<file path="config.mk">
export PLATFORM = sky130hd
export DESIGN_NAME = subservient_uart_tx_flat
export DESIGN_NICKNAME = d
export VERILOG_FILES = /design/src/rtl/subservient_uart_tx_if.sv /design/src/rtl/subservient_uart_tx.sv /design/src/flat_wrapper.sv
export SDC_FILE = /design/constraint.sdc
export NUM_CORES = 1
export LEC_CHECK = 0
export ABC_AREA = 1
export CAP_MARGIN = 0
export CORE_MARGIN = 2
export CORE_UTILIZATION = 45
export DETAILED_ROUTE_END_ITERATION = 16
export PLACE_DENSITY = 0.73
export SYNTH_ARGS = -nofsm -noshare
export SYNTH_HDL_FRONTEND = slang
export SYNTH_SLANG_ARGS = --single-unit
</file>
<file path="constraint.sdc">
create_clock -name wb_clk_i -period 2.55 [get_ports wb_clk_i]
set_input_delay 0.3825 -clock wb_clk_i [delete_from_list [all_inputs] [get_ports wb_clk_i]]
set_output_delay 0.3825 -clock wb_clk_i [all_outputs]
set_load 0.05 [all_outputs]
</file>
<file path="src/rtl/subservient_uart_tx_if.sv">
// Wishbone slave bus bundle for subservient_uart_tx.
// Signals: wbs_adr_i/wbs_dat_i/wbs_sel_i/wbs_we_i/wbs_stb_i (master -> slave),
//          wbs_dat_o/wbs_ack_o (slave -> master).
interface subservient_uart_tx_if;
  logic [31:0] wbs_adr_i;
  logic [31:0] wbs_dat_i;
  logic [3:0]  wbs_sel_i;
  logic        wbs_we_i;
  logic        wbs_stb_i;
  logic [31:0] wbs_dat_o;
  logic        wbs_ack_o;

  modport master (
    output wbs_adr_i, wbs_dat_i, wbs_sel_i, wbs_we_i, wbs_stb_i,
    input  wbs_dat_o, wbs_ack_o
  );

  modport slave (
    input  wbs_adr_i, wbs_dat_i, wbs_sel_i, wbs_we_i, wbs_stb_i,
    output wbs_dat_o, wbs_ack_o
  );
endinterface

</file>
<file path="src/rtl/subservient_uart_tx.sv">
// Wishbone-slave UART transmitter: FIFO-buffered 8N1 serializer, LSB first,
// with a runtime-programmable baud divisor.
// Ports:
//   wb_clk_i  - system clock (rising edge)
//   wb_rst_i  - asynchronous active-high reset
//   wbs       - wishbone slave bundle (subservient_uart_tx_if.slave)
//   io_out    - serial TX line, idles high
//   o_busy    - frame in progress or FIFO non-empty
// Registers (adr[3:2]): 0 TXDATA (wo), 1 STATUS, 2 DIV, 3 reserved.
// Optional: define SUBSERVIENT_UART_TX_PARITY_EN for 8E1 frames (even parity
// bit between data and stop; STATUS bit4 reads 1).
module subservient_uart_tx #(
  parameter int unsigned FIFO_DEPTH  = 4,
  parameter int unsigned DEFAULT_DIV = 139
) (
  input  logic                        wb_clk_i,
  input  logic                        wb_rst_i,
  subservient_uart_tx_if.slave        wbs,
  output logic                        io_out,
  output logic                        o_busy
);
  localparam int unsigned PTR_W = $clog2(FIFO_DEPTH);
  localparam int unsigned CNT_W = PTR_W + 1;
  localparam int unsigned DIV_W = 16;
`ifdef SUBSERVIENT_UART_TX_PARITY_EN
  localparam logic PAR_EN = 1'b1;
`else
  localparam logic PAR_EN = 1'b0;
`endif

  typedef enum logic [2:0] {IDLE, START, DATA, PARITY, STOP} state_e;

  state_e           state_q;
  logic [7:0]       mem_q [FIFO_DEPTH];
  logic [PTR_W-1:0] wr_ptr_q, rd_ptr_q;
  logic [CNT_W-1:0] level_q;
  logic [DIV_W-1:0] div_q, baud_q;
  logic [7:0]       shift_q;
  logic [2:0]       bit_q;
  logic             ovf_q, ack_q, io_q;
  logic [31:0]      dat_q;
`ifdef SUBSERVIENT_UART_TX_PARITY_EN
  logic             par_q;
`endif

  logic             access, is_wr, full, empty, bit_end, pop, push_req, push;
  logic [1:0]       reg_sel;
  logic [DIV_W-1:0] reload_d;
  logic [31:0]      rdata;
  logic             unused_bits;

  // One access per stb assertion: the edge that raises ack
  assign access   = wbs.wbs_stb_i & ~ack_q;
  assign is_wr    = access & wbs.wbs_we_i;
  assign reg_sel  = wbs.wbs_adr_i[3:2];
  assign full     = (level_q == CNT_W'(FIFO_DEPTH));
  assign empty    = (level_q == '0);
  assign bit_end  = (baud_q == '0);
  // Effective divisor is max(DIV,1); counter counts D-1 down to 0
  assign reload_d = (div_q == '0) ? '0 : div_q - DIV_W'(1);
  // Pop from idle, or at the end of the stop bit for zero-gap back-to-back frames
  assign pop      = ~empty & ((state_q == IDLE) | ((state_q == STOP) & bit_end));
  assign push_req = is_wr & (reg_sel == 2'd0) & wbs.wbs_sel_i[0];
  // A simultaneous pop frees a slot, so a push into a full FIFO still lands
  assign push     = push_req & (~full | pop);

  assign unused_bits = ^{wbs.wbs_adr_i[31:4], wbs.wbs_adr_i[1:0],
                         wbs.wbs_dat_i[31:16], wbs.wbs_sel_i[3:2]};

  // Register read mux
  always_comb begin
    rdata = '0;
    case (reg_sel)
      2'd1: begin
        rdata[0]    = full;
        rdata[1]    = empty;
        rdata[2]    = (state_q != IDLE);
        rdata[3]    = ovf_q;
        rdata[4]    = PAR_EN;
        rdata[11:8] = 4'(level_q);
      end
      2'd2:    rdata[15:0] = div_q;
      default: rdata = '0;
    endcase
  end

  // FIFO storage (no reset needed; validity tracked by level_q)
  always_ff @(posedge wb_clk_i) begin
    if (push) mem_q[wr_ptr_q] <= wbs.wbs_dat_i[7:0];
  end

  // Bus, registers, FIFO pointers and TX FSM
  always_ff @(posedge wb_clk_i or posedge wb_rst_i) begin
    if (wb_rst_i) begin
      state_q  <= IDLE;
      wr_ptr_q <= '0;
      rd_ptr_q <= '0;
      level_q  <= '0;
      div_q    <= DIV_W'(DEFAULT_DIV);
      baud_q   <= '0;
      shift_q  <= '0;
      bit_q    <= '0;
      ovf_q    <= 1'b0;
      ack_q    <= 1'b0;
      io_q     <= 1'b1;
      dat_q    <= '0;
`ifdef SUBSERVIENT_UART_TX_PARITY_EN
      par_q    <= 1'b0;
`endif
    end else begin
      ack_q <= access;
      dat_q <= (access & ~wbs.wbs_we_i) ? rdata : '0;

      if (is_wr && reg_sel == 2'd2) begin
        if (wbs.wbs_sel_i[0]) div_q[7:0]  <= wbs.wbs_dat_i[7:0];
        if (wbs.wbs_sel_i[1]) div_q[15:8] <= wbs.wbs_dat_i[15:8];
      end

      // Overflow set takes priority over a same-edge clear
      if (push_req && !push) begin
        ovf_q <= 1'b1;
      end else if (is_wr && reg_sel == 2'd1 && wbs.wbs_sel_i[0] && wbs.wbs_dat_i[3]) begin
        ovf_q <= 1'b0;
      end

      if (push) wr_ptr_q <= wr_ptr_q + PTR_W'(1);
      if (pop)  rd_ptr_q <= rd_ptr_q + PTR_W'(1);
      if (push && !pop)      level_q <= level_q + CNT_W'(1);
      else if (pop && !push) level_q <= level_q - CNT_W'(1);

      if (pop) begin
        shift_q <= mem_q[rd_ptr_q];
        io_q    <= 1'b0;
        baud_q  <= reload_d;
        state_q <= START;
`ifdef SUBSERVIENT_UART_TX_PARITY_EN
        par_q   <= ^mem_q[rd_ptr_q];
`endif
      end else begin
        case (state_q)
          IDLE: io_q <= 1'b1;
          START: begin
            if (bit_end) begin
              io_q    <= shift_q[0];
              shift_q <= shift_q >> 1;
              bit_q   <= '0;
              baud_q  <= reload_d;
              state_q <= DATA;
            end else begin
              baud_q <= baud_q - DIV_W'(1);
            end
          end
          DATA: begin
            if (bit_end) begin
              baud_q <= reload_d;
              if (bit_q == 3'd7) begin
`ifdef SUBSERVIENT_UART_TX_PARITY_EN
                io_q    <= par_q;
                state_q <= PARITY;
`else
                io_q    <= 1'b1;
                state_q <= STOP;
`endif
              end else begin
                io_q    <= shift_q[0];
                shift_q <= shift_q >> 1;
                bit_q   <= bit_q + 3'd1;
              end
            end else begin
              baud_q <= baud_q - DIV_W'(1);
            end
          end
          PARITY: begin
            if (bit_end) begin
              io_q    <= 1'b1;
              baud_q  <= reload_d;
              state_q <= STOP;
            end else begin
              baud_q <= baud_q - DIV_W'(1);
            end
          end
          STOP: begin
            // Stop end with an empty FIFO; the non-empty case is the pop branch
            if (bit_end) state_q <= IDLE;
            else         baud_q  <= baud_q - DIV_W'(1);
          end
          default: state_q <= IDLE;
        endcase
      end
    end
  end

  assign io_out        = io_q;
  assign o_busy        = (state_q != IDLE) | ~empty;
  assign wbs.wbs_ack_o = ack_q;
  assign wbs.wbs_dat_o = dat_q;
endmodule
</file>
<file path="src/flat_wrapper.sv">
// flat-port wrapper written by rule: the top's interface ports become plain ports
module subservient_uart_tx_flat 
#(
  parameter int unsigned FIFO_DEPTH  = 4,
  parameter int unsigned DEFAULT_DIV = 139
)
  (wb_clk_i, wb_rst_i, io_out, o_busy, wbs_wbs_adr_i, wbs_wbs_dat_i, wbs_wbs_sel_i, wbs_wbs_we_i, wbs_wbs_stb_i, wbs_wbs_dat_o, wbs_wbs_ack_o);
  subservient_uart_tx_if wbs_i ();
  input  logic wb_clk_i;
  input  logic wb_rst_i;
  output logic io_out;
  output logic o_busy;
  input wire logic [$bits(wbs_i.wbs_adr_i)-1:0] wbs_wbs_adr_i;
  input wire logic [$bits(wbs_i.wbs_dat_i)-1:0] wbs_wbs_dat_i;
  input wire logic [$bits(wbs_i.wbs_sel_i)-1:0] wbs_wbs_sel_i;
  input wire logic [$bits(wbs_i.wbs_we_i)-1:0] wbs_wbs_we_i;
  input wire logic [$bits(wbs_i.wbs_stb_i)-1:0] wbs_wbs_stb_i;
  output wire logic [$bits(wbs_i.wbs_dat_o)-1:0] wbs_wbs_dat_o;
  output wire logic [$bits(wbs_i.wbs_ack_o)-1:0] wbs_wbs_ack_o;
  assign wbs_i.wbs_adr_i = wbs_wbs_adr_i;
  assign wbs_i.wbs_dat_i = wbs_wbs_dat_i;
  assign wbs_i.wbs_sel_i = wbs_wbs_sel_i;
  assign wbs_i.wbs_we_i = wbs_wbs_we_i;
  assign wbs_i.wbs_stb_i = wbs_wbs_stb_i;
  assign wbs_wbs_dat_o = wbs_i.wbs_dat_o;
  assign wbs_wbs_ack_o = wbs_i.wbs_ack_o;
  subservient_uart_tx #(.FIFO_DEPTH(FIFO_DEPTH), .DEFAULT_DIV(DEFAULT_DIV)) u_core (.wb_clk_i(wb_clk_i), .wb_rst_i(wb_rst_i), .wbs(wbs_i), .io_out(io_out), .o_busy(o_busy));
endmodule
</file>
## Word level (Yosys, flattened, before mapping)

Memories as Yosys holds them, arrays and structs flattened.
Cells that the tools add are included.

| operators by class | value |
|---|---|
| bitwise gates (word level) | 16 |
| reduce and logical (&&, ||, !) cells | 29 |
| equal/unequal tests | 19 |
| add/sub/neg operators | 7 |
| multiplexer cells | 37 |

Operator list:

| operator | count |
|---|---|
| 16-bit two-way mux | 5 |
| 3-bit two-way mux | 11 |
| 16-bit logical NOT | 2 |
| 8-bit two-way mux | 4 |
| 16-bit one-hot mux with 2 select lines | 1 |
| 16-bit by 1-bit subtractor with 16-bit output (second input constant) | 2 |
| 8-bit one-hot mux with 2 select lines | 1 |
| 3-bit by 1-bit != test with 1-bit output (second input constant) | 5 |
| 3-bit one-hot mux with 5 select lines | 1 |
| 5-bit one-hot mux with 2 select lines | 1 |
| 3-bit == test (second input constant) | 3 |
| 1-bit two-way mux | 9 |
| 3-bit nonzero test | 3 |
| 1-bit AND | 8 |
| 4-bit one-hot mux with 2 select lines | 1 |
| 4-bit AND reduction | 2 |
| 1-bit logical AND | 7 |
| 3-bit by 1-bit adder with 3-bit output (second input constant) | 2 |
| 3-bit by 2-bit == test with 1-bit output (second input constant) | 2 |
| 3-bit logical NOT | 2 |
| 2-bit by 1-bit != test with 1-bit output (second input constant) | 3 |
| 3-bit one-hot mux with 2 select lines | 1 |
| 2-bit AND reduction | 3 |
| 6-bit AND reduction | 1 |
| 18 further kinds | 28 |

| storage, ports and cells | value |
|---|---|
| memories kept | 1 |
| bits in writable memories | 32 |
| register bits | 88 |
| logic and storage cells | 122 |
| input port bits | 72 |
| output and inout bits | 35 |

Memory list:

| memory | words | bits a word | read ports | clocked after Yosys merged registers in | write ports | RTL line | RTL |
|---|---|---|---|---|---|---|---|
| u_core.mem_q | 4 | 8 | 1 | 0 | 1 | subservient_uart_tx.sv:34 | `logic [7:0] mem_q [FIFO_DEPTH];` |

## Depth between registers and ports, before layout

Gate-level depths: netlist of the first run.

| depth | value |
|---|---|
| depth after elaboration | 10 |
| mapped depth | 16 |
| depth with buffers taken out | 16 |

## Least setup slack after synthesis of the first run

OpenSTA, ideal clock, no wires.

| timing | value |
|---|---|
| path kind | register to register |
| start | reg u_core.baud_q[0] |
| end | reg u_core.level_q[2] |
| stages on the path, launching flop included | 17 |
| setup time | 0.131 ns |
| data arrival time | 2.286 ns |
| clock period less this slack | 2.416 ns |
| setup slack | 0.134 ns |
| buffers on the path | 0 |
| cell sequence | dfrtp_1 inv_1 ha_1 nand2_1 nor2_2 nand3_2 nand2_2 nand2_4 nand2_1 nand2_1 inv_1 ha_1 inv_1 fa_1 a21oi_1 o21ai_0 xor2_1 |

| between the ends | value |
|---|---|
| longest elaborated chain between the ends | 9 |

RTL lines:

| element | RTL line | RTL |
|---|---|---|
| start: declaration | subservient_uart_tx.sv:37 | `logic [DIV_W-1:0] div_q, baud_q;` |
| start signal: assignment | subservient_uart_tx.sv:134 | `baud_q <= reload_d;` |
| start signal: assignment | subservient_uart_tx.sv:147 | `baud_q <= reload_d;` |
| start signal: assignment | subservient_uart_tx.sv:150 | `baud_q <= baud_q - DIV_W'(1);` |
| 16-bit logical NOT * | subservient_uart_tx.sv:58 | `assign bit_end = (baud_q == '0);` |
| 1-bit AND * | subservient_uart_tx.sv:62 | `assign pop = ~empty & ((state_q == IDLE) \| ((state_q == STOP) & bit_end));` |
| 1-bit OR * | subservient_uart_tx.sv:62 |  |
| 1-bit AND * | subservient_uart_tx.sv:62 |  |
| 1-bit OR * | subservient_uart_tx.sv:65 | `assign push = push_req & (~full \| pop);` |
| 1-bit AND * | subservient_uart_tx.sv:65 |  |
| via u_core.push | subservient_uart_tx.sv:46 | `logic access, is_wr, full, empty, bit_end, pop, push_req, push;` |
| 1-bit logical NOT | subservient_uart_tx.sv:129 | `else if (pop && !push) level_q <= level_q - CNT_W'(1);` |
| 1-bit logical AND | subservient_uart_tx.sv:129 |  |
| 2-bit nonzero test (no source line) | - |  |
| end signal: assignment | subservient_uart_tx.sv:128 | `if (push && !pop) level_q <= level_q + CNT_W'(1);` |
| end signal: assignment | subservient_uart_tx.sv:129 |  |
| end: declaration | subservient_uart_tx.sv:36 | `logic [CNT_W-1:0] level_q;` |

Mark *: on every way through the listed nets, which the timed path passes. The rest lies on a longest branch.
A chain may end at the register's enable or synchronous reset.

## Worst setup path in the final report of the first run

| timing | value |
|---|---|
| start | reg u_core.baud_q[1] |
| end | reg u_core.level_q[2] |

The elaborated chain is that of the path after synthesis.

==> out/metrics.csv, run 1 <==
metric,value,unit
cp.required,2780,ps
gp_congestion,0.877,
grt_max_degree,73,
swShare,0.308,
layout_min_cycle_time,2400,ps
num_io_pins,107,
fp.dieH,116,µm
critPathKind,reg2reg,
slew_violations,0,
fin_nets,829,
synth_seq_cells,104,
switching_power,1.38,mW
routed-wl-met2,6070,µm
avgRoutedWirePerCell,13.7,µm
htreeDepth,3,
reg2reg_from,u_core.baud_q[1],
cts_root_buf,clkbuf_16,
r2r_end,u_core.level_q[2],
peakVddDrop,0.403,mV
die-area,0.0134,mm²
num-fill-cells,1073,
status,finished clean,
crit_path_start_kind,register,
antenna_cells,0,
die_w,116,µm
initial_utilization,0.463,
pre_cts_slack,-8.92,ps
async_flop_share,0.692,
hold_viol_final,0,
fin_crit_sh,0.943,
highest_layer,met4,
clock_skew,8.60,ps
holdBufCountCts,0,
ys_warn_count,0,
antenna_found_initial,0,
worstRegToRegCells,16,
clk_latency,350,ps
placed_area,0.00620,mm²
wl_met1,5570,µm
area_growth,17.1,%
path_max_fanout,3,
worstSetupEndpointType,register,
crit_start,u_core.baud_q[1],
rrSetupSlack,150,ps
portBuffers,42,
cts_buffers,9,
cap_violations,0,
drive_gt1_frac,0.0950,
leakage,3.07,nW
viasPerCell,5.00,
fmax,0.416,GHz
p_comb_frac,0.200,
grt_pass1_vias,4296,
tightest_slew,515,ps
dp_hpwl,8750,µm
ant_nets,0,
met3_length,659,µm
internal_power,3.11,mW
seq_area_frac_synth,0.494,
yosys.cell_types.count,36,
rsz0062_at_grt,no,
finalSetupViolations,0,
placedCellCount,896,
crit_arrival,2630,ps
p_seq_frac,0.460,
clkTransAtPathRegs,70,ps
post_layout_nonfiller_instances,915,
crit_path_end,u_core.level_q[2],
clock_path_buffers,2,
synth.cell_area,0.00561,mm²
finalInstanceArea,0.00657,mm²
vias,4576,
grt_pass1_wl,20600,µm
drc,0,
firstDrtPassIters,5,
min_path_type,in2async,
core.rowCount,40,
drtIter0Drc,416,
fin_ws,147,ps
numClockSinks,104,
overflow,0,
cts_tree,yes,
grtUsageTotal,0.196,
p_per_area,685,mW/mm²
syn_avg_cell_area,8.17,µm²
max_slew_margin,0.656,
synth_flop_cell,dfrtp_1,
holdWs,425,ps
synth_cells,687,
finalWirelength,12500,µm
p_clk_frac,0.340,
core,0.0121,mm²
synth_edf_count,32,
[synthesized netlist by cell type, drive strengths merged, types with 2 or more instances]
| cell | number | area (µm²) |
|---|---|---|
| nand2 | 166 | 648 |
| nor2 | 105 | 437 |
| inv | 90 | 338 |
| dfrtp | 67 | 1680 |
| nand3 | 60 | 305 |
| o21ai | 44 | 220 |
| edfxtp | 32 | 961 |
| a21oi | 26 | 141 |
| buf | 23 | 191 |
| ha | 14 | 175 |
| xor2 | 11 | 96.3 |
| clkbuf | 9 | 33.8 |
| o22ai | 8 | 50.1 |
| nand4 | 7 | 43.8 |
| nor3 | 7 | 35.0 |
| dfstp | 5 | 131 |
| nand3b | 2 | 15.0 |
| xnor2 | 2 | 17.5 |
[cells in the final DEF, fill, tap and decap left out, types with 9 or more instances in the layout]
| master | synthesis | final |
|---|---|---|
| a21oi_1 | 25 | 25 |
| buf_4 | 18 | 18 |
| clkbuf_16 | 0 | 9 |
| clkdlybuf4s50_1 | 0 | 41 |
| conb_1 | 1 | 16 |
| dfrtp_1 | 67 | 67 |
| edfxtp_1 | 32 | 32 |
| ha_1 | 14 | 13 |
| inv_1 | 88 | 84 |
| nand2_1 | 158 | 157 |
| nand3_1 | 59 | 59 |
| nor2_1 | 96 | 95 |
| o21ai_0 | 32 | 31 |
| o21ai_1 | 12 | 13 |
| xor2_1 | 11 | 11 |
[worst max-delay path: stages (launching register included)]
cell,delay (ps)
dfrtp_1,410
inv_2,80
ha_2,170
nand2_1,70
nor2_2,150
nand3_2,100
nand2_2,90
nand2_4,60
nand2_2,80
nand2_1,80
inv_2,70
ha_1,140
inv_1,70
fa_2,340
a21oi_1,140
o21ai_1,90
xor2_1,150
[state kept, by name, indices dropped and copies added, names as in the netlist]
| register | flops |
|---|---|
| u_core.baud_q | 16 |
| u_core.bit_q | 3 |
| u_core.div_q | 16 |
| u_core.io_out | 1 |
| u_core.level_q | 3 |
| u_core.mem_q | 32 |
| u_core.ovf_q | 1 |
| u_core.rd_ptr_q | 2 |
| u_core.shift_q | 8 |
| u_core.state_q | 3 |
| u_core.wbs.wbs_ack_o | 1 |
| u_core.wbs.wbs_dat_o | 16 |
| u_core.wr_ptr_q | 2 |
[per-stage QoR]
step / total power [mW] / util / TNS, ps
after detailed placement: 2.96 / 0.512 / -8.92
after global placement: 2.93 / 0.512 / 0
after CTS: 4.49 / 0.539 / 0
final: 4.50 / 0.542 / 0
after global routing: 4.73 / 0.542 / 0
after floorplan: 2.72 / - / 0
[kinds of logic (layout without fill, tap and decap cells)]
family,count (synthesis),after routing,synth area share
and+or+nand+nor,348,348,0.266
buffers and inverters,123,168,0.101
DFF,104,104,0.494
AOI/OAI and AO/OA,82,82,0.0821
adders and majority gates,15,15,0.0348
xor gates and xnor gates,13,13,0.0203
other,1,16,0.000668
muxes,1,1,0.00201
[layout make-up]
class                           instances  area [µm²]  share of cell area
Sequential cell                       104        2770               0.422
Clock buffer                            9         225              0.0343
Tap cell                              168         210              0.0320
Timing Repair Buffer                   61         578              0.0880
Clock inverter                          7         103              0.0156
Multi-Input combinational cell        475        2340               0.356
Inverter                               91         342              0.0520
[repair_timing]
| item | CTS | global route |
|---|---|---|
| pin swaps | 1 | 2 |
| hold endpoints to repair | 0 | 0 |
| setup endpoints to repair | 1 | 3 |
| setup buffers | 0 | 3 |
| resized for setup | 0 | 9 |
[layer usage]
layer,vias up,track usage
met1,2157,0.266
met3,20,0.0329
met4,0,0.0651
li1,2268,-
met5,-,0
met2,131,0.322
[power groups by stage]
stage / combinational, mW / clock [mW] / sequential [mW]
floorplan: 0.638 / 0 / 2.08
global placement: 0.836 / 0 / 2.09
detailed placement: 0.867 / 0 / 2.10
CTS: 0.882 / 1.55 / 2.07
global route: 1.03 / 1.61 / 2.09
finish: 0.900 / 1.53 / 2.07
[how the worst min path moves through the flow]
| stage | from | endpoint | slack (ps) | cells after the start |
|---|---|---|---|---|
| detailed placement | u_core.io_out | u_core.io_out | 460 | 2 |
| CTS | wb_rst_i | u_core.bit_q[0] | 450 | 3 |
| floorplan | u_core.bit_q[1] | u_core.bit_q[1] | 450 | 2 |
| global placement | u_core.wbs.wbs_ack_o | u_core.wbs.wbs_ack_o | 460 | 1 |
| finish | wb_rst_i | u_core.bit_q[0] | 420 | 3 |
| global route | wb_rst_i | u_core.wbs.wbs_dat_o[1] | 480 | 3 |
(Power assumes the default switching activity.)
==> run 2: changes to the inputs <==
==> constraint.sdc (replaced) <==
create_clock -name wb_clk_i -period 2.1 [get_ports wb_clk_i]
set_input_delay 0.315 -clock wb_clk_i [delete_from_list [all_inputs] [get_ports wb_clk_i]]
set_output_delay 0.315 -clock wb_clk_i [all_outputs]
set_load 0.05 [all_outputs]
==> out/metrics.csv, run 2 (synthesis gave the netlist of run 1 again) <==
metric,value,unit
min_path_type,in2async,
pre_cts_slack,-445,ps
die_w,116,µm
p_per_area,796,mW/mm²
globalRouteMet2Util,0.354,
critical_path.max_stage_delay,400,ps
area_growth,25.7,%
crit_arrival,2450,ps
top_register,u_core.mem_q,
grt_pass1_vias,4688,
grt_max_degree,44,
rsz0062_at_grt,yes,
final_util,0.582,
grt_use_met1,0.280,
layout_min_cycle_time,2220,ps
critPathKind,reg2reg,
leakage,3.33,nW
largest_reg_flops,32,
cts_tree,yes,
worstSetupEndpointType,register,
use_met3,0.0429,
finalWirelength,13300,µm
drtIter0Drc,331,
grt_pass1_wl,22200,µm
cts_root_buf,clkbuf_16,
fp.dieH,116,µm
final_common_cell,nand2_1,
clk_latency,350,ps
num-fill-cells,1070,
cap_violations,0,
grtUsageTotal,0.212,
path_cells,"nor2_2, nand2_2, nor2_4, nand3_2, nand2_2, nand2_4, nand2_4, nand2_4, inv_4, ha_4, inv_2, fa_2, a21oi_2, o21ai_1, xor2_1",
crit_path_start_kind,register,
drc,0,
final_cell_mix,"155 x nand2_1, 92 x nor2_1, 83 x inv_1",
fin_nets,888,
crit_top_cell,nand2_4,
peakVddDrop,0.496,mV
initial_utilization,0.463,
busiest_layer,met2,
worst-path-buf-inv,2,
fin_tns_setup,-202,ps
fin_ws,-117,ps
slew_violations,0,
cp.required,2330,ps
status,"finished, violations left",
max_slew_margin,0.656,
fmax,0.451,GHz
cts_buffers,9,
clock_path_buffers,2,
clock_skew,7.55,ps
gp_congestion,0.896,
firstDrtPassIters,5,
cp_top_family,simple AND/OR/NAND/NOR gates,
avgRoutedWirePerCell,13.7,µm
crit_path_top_delay_cell,dfrtp_1,
core,0.0121,mm²
finalSetupViolations,2,
clkTransAtPathRegs,70,ps
overflow,0,
die-area,0.0134,mm²
path_max_fanout,3,
numClockSinks,104,
core.rowCount,40,
hold_viol_final,0,
holdWs,246,ps
num_io_pins,107,
tightest_slew,514,ps
antenna_cells,0,
viasPerCell,4.98,
ant_nets,0,
dp_hpwl,9740,µm
htreeDepth,3,
drive_gt1_frac,0.172,
antenna_found_initial,0,
vias,4849,
fin_crit_sh,1.06,
violations,setup timing,
portBuffers,42,
## run 2: changes by cell type in the layout (fill, tap and decap cells not counted), sizes merged
cell and delta:
clkinv +1, inv -2, dlymetal6s2s -1, clkinvlp +2
buf +60, bufinv -1
## run 2: final cells by class
class	count	area [µm²]	share of cell area
sequential	104	2770	0.393
multi-input combinational	475	2410	0.341
timing repair buffer	120	1020	0.145
inverter	91	352	0.0498
clock buffer	9	225	0.0319
tap	168	210	0.0298
clock inverter	7	68.8	0.00976
## run 2: path summary, 6_finish.rpt
path	start	to	slack (ps)	cells past startpoint
worst min-delay path	wb_rst_i	u_core.wr_ptr_q[1]	250	2
worst max-delay path	u_core.baud_q[8]	u_core.level_q[2]	-120	15
worst min register to register	u_core.wbs.wbs_ack_o	u_core.wbs.wbs_ack_o	480	1
worst max register to register	u_core.baud_q[8]	u_core.level_q[2]	-120	15
max in group asynchronous	wb_rst_i	u_core.div_q[7]	1270	3
min in group wb_clk_i	u_core.wbs.wbs_ack_o	u_core.wbs.wbs_ack_o	480	1
## run 2: through the flow
stage / power (mW) / std cells / cell area, µm²
floorplan: 3.34 / 702 / 5720
global placement: 3.78 / 950 / 6660
detailed placement: 3.86 / 950 / 6660
CTS: 5.60 / 971 / 7020
global route: 5.93 / 974 / 7050
finish: 5.61 / 974 / 7050
## run 2: what timing repair did
item,in CTS,in global routing
endpoints found under the setup margin,9,17
resized for setup,6,4
buffers inserted,5,3
pin swaps,10,3
hold buffers,0,0
## run 2: per-layer routing
metal / vias to the layer above / part of all wire
li1: 2395 / -
met1: 2275 / 0.44
met2: 157 / 0.49
met3: 22 / 0.049
met4: 0 / 0.020
met5: - / 0
## run 2: power by group
part / total, mW / internal, mW / leakage (nW) / switching [mW]
registers: 2.46 / 2.29 / 1.13 / 0.169
logic: 1.45 / 0.634 / 2.06 / 0.813
clock network: 1.70 / 0.926 / 0.145 / 0.775
total: 5.61 / 3.86 / 3.33 / 1.76
